$ cat src/rtl/np_ingress.sv
// ---------------------------------------------------------------------------
// np_ingress -- packet ingress loader for the np core input memory.
//
// Accepts 32-bit packet words from a valid/ready stream and writes them into
// the input memory starting at address 1. When the last word arrives it
// writes a length header to address 0 (optionally preceded by a payload
// checksum written just past the payload). It then releases the core with
// np_run and holds the stream off until the core reports np_halt. Only one
// packet is resident at a time.
//
// Optional feature: define NP_INGRESS_CSUM_EN to enable the modulo-2^32
// payload checksum that is stored at address len+1.
//
// Ports:
//   clk          rising-edge system clock
//   reset        asynchronous active-low reset
//   s_valid      stream word valid
//   s_data       stream word
//   s_last       final word of the packet (qualified by s_valid)
//   s_ready      loader can accept a word
//   mem_address  input-memory write address (registered)
//   mem_dataOut  input-memory write data (registered)
//   mem_wr       input-memory write enable (registered)
//   np_run       core enable, low holds the core idle (registered)
//   np_halt      core finished the current packet
//   pkt_count    packets completed, wraps at 2^16 (registered)
// ---------------------------------------------------------------------------
module np_ingress #(
   parameter int WIDTH    = 32,
   parameter int ADDRSIZE = 12
) (
   input  logic                clk,
   input  logic                reset,
   input  logic                s_valid,
   input  logic [WIDTH-1:0]    s_data,
   input  logic                s_last,
   output logic                s_ready,
   output logic [ADDRSIZE-1:0] mem_address,
   output logic [WIDTH-1:0]    mem_dataOut,
   output logic                mem_wr,
   output logic                np_run,
   input  logic                np_halt,
   output logic [15:0]         pkt_count
);

   localparam int                  MEMSIZE = 1 << ADDRSIZE;
   localparam logic [ADDRSIZE-1:0] MAXW    = ADDRSIZE'(MEMSIZE - 2);

   typedef enum logic [2:0] {
      ST_IDLE = 3'd0,
      ST_LOAD = 3'd1,
      ST_CSUM = 3'd2,
      ST_HDR  = 3'd3,
      ST_RUN  = 3'd4
   } state_t;

   state_t              state_q, state_d;
   logic [ADDRSIZE-1:0] len_q, len_d;
   logic                trunc_q, trunc_d;
   logic                ready_q, ready_d;
   logic                run_q, run_d;
   logic                wr_q, wr_d;
   logic [ADDRSIZE-1:0] addr_q, addr_d;
   logic [WIDTH-1:0]    data_q, data_d;
   logic [15:0]         count_q, count_d;
`ifdef NP_INGRESS_CSUM_EN
   logic [WIDTH-1:0]    sum_q, sum_d;
`endif

   logic   accept_s;
   state_t after_last_s;

   // Header word: truncated flag in the MSB, stored payload length in the low bits.
   function automatic logic [WIDTH-1:0] make_header(input logic                trunc,
                                                    input logic [ADDRSIZE-1:0] len);
      logic [WIDTH-1:0] h;
      h                 = '0;
      h[WIDTH-1]        = trunc;
      h[ADDRSIZE-1:0]   = len;
      return h;
   endfunction

   // s_ready is a decode of the registered state, forced low while reset is
   // held so the stream sees "not ready" during reset and "ready" the moment
   // reset is released (the state register already holds IDLE).
   assign s_ready     = ready_q & reset;
   assign accept_s    = s_valid & ready_q;
   assign mem_address = addr_q;
   assign mem_dataOut = data_q;
   assign mem_wr      = wr_q;
   assign np_run      = run_q;
   assign pkt_count   = count_q;

`ifdef NP_INGRESS_CSUM_EN
   assign after_last_s = ST_CSUM;
`else
   assign after_last_s = ST_HDR;
`endif

   // Next-state and registered-output computation for the loader FSM.
   always_comb begin
      state_d = state_q;
      len_d   = len_q;
      trunc_d = trunc_q;
      run_d   = run_q;
      wr_d    = 1'b0;
      addr_d  = addr_q;
      data_d  = data_q;
      count_d = count_q;
`ifdef NP_INGRESS_CSUM_EN
      sum_d   = sum_q;
`endif

      case (state_q)
         ST_IDLE: begin
            run_d = 1'b0;
            if (accept_s) begin
               wr_d   = 1'b1;
               addr_d = ADDRSIZE'(1);
               data_d = s_data;
               len_d  = ADDRSIZE'(1);
`ifdef NP_INGRESS_CSUM_EN
               sum_d  = s_data;
`endif
               if (s_last) begin
                  state_d = after_last_s;
               end else begin
                  state_d = ST_LOAD;
               end
            end else begin
               state_d = ST_IDLE;
            end
         end

         ST_LOAD: begin
            if (accept_s) begin
               // Once the payload area is full, further beats are drained
               // without a write so the sender never stalls.
               if (len_q < MAXW) begin
                  wr_d   = 1'b1;
                  addr_d = len_q + 1'b1;
                  data_d = s_data;
                  len_d  = len_q + 1'b1;
`ifdef NP_INGRESS_CSUM_EN
                  sum_d  = sum_q + s_data;
`endif
               end else begin
                  trunc_d = 1'b1;
               end
               if (s_last) begin
                  state_d = after_last_s;
               end else begin
                  state_d = ST_LOAD;
               end
            end else begin
               state_d = ST_LOAD;
            end
         end

         ST_CSUM: begin
`ifdef NP_INGRESS_CSUM_EN
            wr_d   = 1'b1;
            addr_d = len_q + 1'b1;
            data_d = sum_q;
`endif
            state_d = ST_HDR;
         end

         ST_HDR: begin
            wr_d    = 1'b1;
            addr_d  = '0;
            data_d  = make_header(trunc_q, len_q);
            state_d = ST_RUN;
         end

         ST_RUN: begin
            // np_run rises one cycle after entering RUN so that the header
            // write is captured before the core starts; halt is only honoured
            // once the core has actually been released, which ignores a halt
            // level left over from the previous packet.
            if (run_q && np_halt) begin
               state_d = ST_IDLE;
               run_d   = 1'b0;
               count_d = count_q + 16'd1;
               len_d   = '0;
               trunc_d = 1'b0;
`ifdef NP_INGRESS_CSUM_EN
               sum_d   = '0;
`endif
            end else begin
               run_d   = 1'b1;
            end
         end

         default: begin
            state_d = ST_IDLE;
            run_d   = 1'b0;
         end
      endcase

      ready_d = (state_d == ST_IDLE) || (state_d == ST_LOAD);
   end

   // State and output registers with asynchronous active-low reset.
   always_ff @(posedge clk or negedge reset) begin
      if (!reset) begin
         state_q <= ST_IDLE;
         len_q   <= '0;
         trunc_q <= 1'b0;
         ready_q <= 1'b1;
         run_q   <= 1'b0;
         wr_q    <= 1'b0;
         addr_q  <= '0;
         data_q  <= '0;
         count_q <= 16'd0;
`ifdef NP_INGRESS_CSUM_EN
         sum_q   <= '0;
`endif
      end else begin
         state_q <= state_d;
         len_q   <= len_d;
         trunc_q <= trunc_d;
         ready_q <= ready_d;
         run_q   <= run_d;
         wr_q    <= wr_d;
         addr_q  <= addr_d;
         data_q  <= data_d;
         count_q <= count_d;
`ifdef NP_INGRESS_CSUM_EN
         sum_q   <= sum_d;
`endif
      end
   end

endmodule

$ cat config.mk
export PLATFORM = sky130hd
export DESIGN_NAME = np_ingress
export DESIGN_NICKNAME = d
export VERILOG_FILES = /design/src/rtl/np_ingress.sv
export SDC_FILE = /design/constraint.sdc
export NUM_CORES = 1
export LEC_CHECK = 0
export CORE_ASPECT_RATIO = 1.4
export CORE_MARGIN = 2
export CORE_UTILIZATION = 36
export DETAILED_ROUTE_END_ITERATION = 10
export HOLD_SLACK_MARGIN = 0.08
export PLACE_DENSITY_LB_ADDON = 0.25
export SLEW_MARGIN = 30
export SYNTH_ARGS = -nofsm -noshare
export SYNTH_HDL_FRONTEND = slang
export SYNTH_SLANG_ARGS = --single-unit
export TNS_END_PERCENT = 5
$ cat constraint.sdc
create_clock -name clk -period 4.7 [get_ports clk]
set_input_delay 0.705 -clock clk [delete_from_list [all_inputs] [get_ports clk]]
set_output_delay 0.705 -clock clk [all_outputs]
set_load 0.02 [all_outputs]
==> results.sh <==
export IMPL_tightest_slew_ns=0.732
export IMPL_powerDensity_nw_per_um2=591
export IMPL_cts_sinks=79
export IMPL_worstSetupEndpoint="mem_dataOut[21]"
export IMPL_slew_viol_final=0
export IMPL_io_pins=100
export IMPL_wl_per_cell_um=14.4
export IMPL_synthTopCellsByCount="dfrtp_1, nand2_1, inv_1"
export IMPL_synthCells=341
export IMPL_p_seq_share_pct=34.2
export IMPL_io_buffers=99
export IMPL_die_area_um2=11300
export IMPL_grt_util_met1_pct=17.5
export IMPL_grt_pass1_wl_um=13600
export IMPL_cts_setup_buffers=0
export IMPL_fin_crit_sh_pct=56.2
export IMPL_max_freq_mhz=378
export IMPL_first_pass_iters=4
export IMPL_grt_util_met3_pct=3.92
export IMPL_status="finished, final reports clean"
export IMPL_path_cells="clkdlybuf4s50_1 -> nand3b_1 -> a221oi_4 -> buf_4 -> buf_4 -> mux2i_1"
export IMPL_synthFlopType="dfrtp_1"
export IMPL_num_rows=44
export IMPL_cp_arrival_ns=2.89
export IMPL_r2r_slack_ns=2.35
export IMPL_yosys_warnings=0
export IMPL_end_kind="flop"
export IMPL_setup_tns_ns=0
export IMPL_vias=2763
export IMPL_antennaDiodeCount=0
export IMPL_worstReg2RegStart="state_q[1]"
export IMPL_overflow=0
export IMPL_coreArea_um2=10300
export IMPL_initial_core_util_pct=36.7
export IMPL_min_path_type="input pin to async pin"
export IMPL_cts_tree="yes"
export IMPL_clockRootBuffer="clkbuf_16"
export IMPL_fin_area_um2=5170
export IMPL_setup_violations_final=0
export IMPL_ys_types=47
export IMPL_grt_pass1_vias=2882
export IMPL_dieWidth_um=90.6
export IMPL_fillCellCount=956
export IMPL_clock_latency_ns=0.33
export IMPL_crit_type="input pin to flop"
export IMPL_synth_area_top_cells="dfrtp_1, mux2_2, mux2i_1"
export IMPL_cts_resized=0
export IMPL_ys_seq_area_share_pct=52.4
export IMPL_crit_top_cell="buf_4"
export IMPL_die_y_um=125
export IMPL_finalWeightedCongestion=0.742
export IMPL_switching_share_pct=35.4
export IMPL_syn_nets=380
export IMPL_p_leak_nw=2.21
export IMPL_antenna_found_initial=0
export IMPL_numCtsBuffers=9
export IMPL_whs_ns=0.182
export IMPL_dp_hpwl_um=5920
export IMPL_gr_usage_all_layers_pct=14.9
export IMPL_grt_most_used_layer="met2"
export IMPL_p_clk_share_pct=22.4
export IMPL_p_int_mw=1.98
export IMPL_required_ns=4.95
export IMPL_synth_largest_area_cell="dfrtp_1"
export IMPL_max_stage_delay_ns=0.52
export IMPL_startpoint_type="input pin"
export IMPL_fin_nets=475
export IMPL_power_mw=3.06
export IMPL_switchingPower_mw=1.08
export IMPL_cp_max_fo=25
export IMPL_postSynthAreaPerCell_um2=11.1
export IMPL_peakVddDrop_v=0.000226
export IMPL_vias_per_cell=4.77
export IMPL_fin_worst_skew_ns=0.0126
export IMPL_drive_gt1_share_pct=13.2
export IMPL_syn_to_final_growth_pct=36.9
export IMPL_clock_path_buffers=2
export IMPL_relSlewSlack_pct=50.7
export IMPL_synth_edf_count=0
export IMPL_synth_async_reset_ratio_pct=100
export IMPL_rsz0062_at_grt="no"
export IMPL_grt_max_degree=75
export IMPL_syn_area_um2=3780
export IMPL_finalHoldViolations=0
export IMPL_utilization_pct=50.2
export IMPL_synth_most_common_cell="dfrtp_1"
export IMPL_slowest_stage="clkdlybuf4s50_1"
export IMPL_postRouteAntennaNets=0
export IMPL_grt_use_met2_pct=26.2
export IMPL_cp_startpoint="s_valid"
export IMPL_placed_cell_area_um2=4870
export IMPL_synth_top_area_share_pct=51.7
export IMPL_r2r_end="mem_dataOut[21]"
export IMPL_clk_pin_slew_ns=0.06
export IMPL_cts_hold_fix_buffers=0
export IMPL_combinationalPowerShare_pct=43.4
export IMPL_drt_initial_drc_count=167
export IMPL_period_needed_ns=2.64
export IMPL_wl_um=8330
export IMPL_drc_errors=0
export IMPL_drv_cap=0
export IMPL_htreeDepth=3
export IMPL_worstRegToRegCells=5
export IMPL_ys_seq_elements=79
## metrics by stage
stage / instances / setup WS (ns)
floorplan: 341 / 2.87
global placement: 563 / 1.79
detailed placement: 563 / 1.68
CTS: 579 / 2.04
global route: 579 / 1.90
finish: 579 / 2.06
## routing by layer
metal	part of all wire [%]	vias up
met2	52	58
met3	4.0	5
met4	1.1	0
li1	-	1354
met1	43	1346
met5	0	-
## worst max-delay path: cells and delay by family
kind	cells	cell delay (ns)
compound gates	1	0.47
mux	1	0.23
simple gates	1	0.18
buf+inv	3	1.28
## cell type report
cell class                 instances  area (µm²)  share of cell area, %
tap                              138         173                   3.34
clock inverter                     3        43.8                  0.847
timing repair buffer             104        1030                   19.9
multi-input combinational        211        1580                   30.6
inverter                          31         116                   2.25
sequential                        79        1980                   38.2
clock buffer                      13         250                   4.84
## how the worst min path moves through the flow
| stage | from | endpoint | slack, ns | depth (start not counted) |
|---|---|---|---|---|
| CTS | reset | mem_dataOut[26] | 0.18 | 1 |
| floorplan | reset | len_q[0] | 0.41 | 0 |
| detailed placement | pkt_count[15] | pkt_count[15] | 0.47 | 1 |
| global placement | pkt_count[15] | pkt_count[15] | 0.47 | 1 |
| global route | reset | mem_dataOut[26] | 0.18 | 1 |
| finish | reset | mem_dataOut[26] | 0.18 | 1 |
## layout by cell type (no fill, tap or decap), drive strengths merged, types with 3 or more instances in the layout
master,instances
o22ai,11
xnor2,18
nor3,6
buf,6
mux2,30
nor2,8
nor3b,3
nand4,6
mux2i,20
and3,5
nand3,13
o21ai,7
xor2,5
and2,4
dfrtp,78
a211oi,3
inv,31
clkbuf,13
nand2b,6
o31ai,8
nand2,33
clkdlybuf4s50,98
## power by group through the flow
stage / Clock (mW) / Sequential, mW / Combinational, mW
floorplan: 0 / 1.21 / 0.675
global placement: 0 / 1.05 / 1.33
detailed placement: 0 / 1.06 / 1.35
CTS: 0.703 / 1.05 / 1.35
global route: 0.733 / 1.08 / 1.43
finish: 0.684 / 1.05 / 1.32
## sequential cells by signal, indices dropped and copies added (netlist names), 3 cells and up
| register | flops |
|---|---|
| state_q | 3 |
| pkt_count | 16 |
| mem_address | 12 |
| len_q | 12 |
| mem_dataOut | 32 |
## cell families after synthesis
kind of cell    count (synthesis)  synth area share (%)
compound gates                 41                  7.75
xor+xnor                       23                  5.33
fa+ha+maj                       2                 0.662
buf+inv                        51                  6.39
flops                          79                  52.4
mux                            50                  14.2
simple gates                   95                  13.3
No activity file was read; power rests on OpenSTA's default activity.
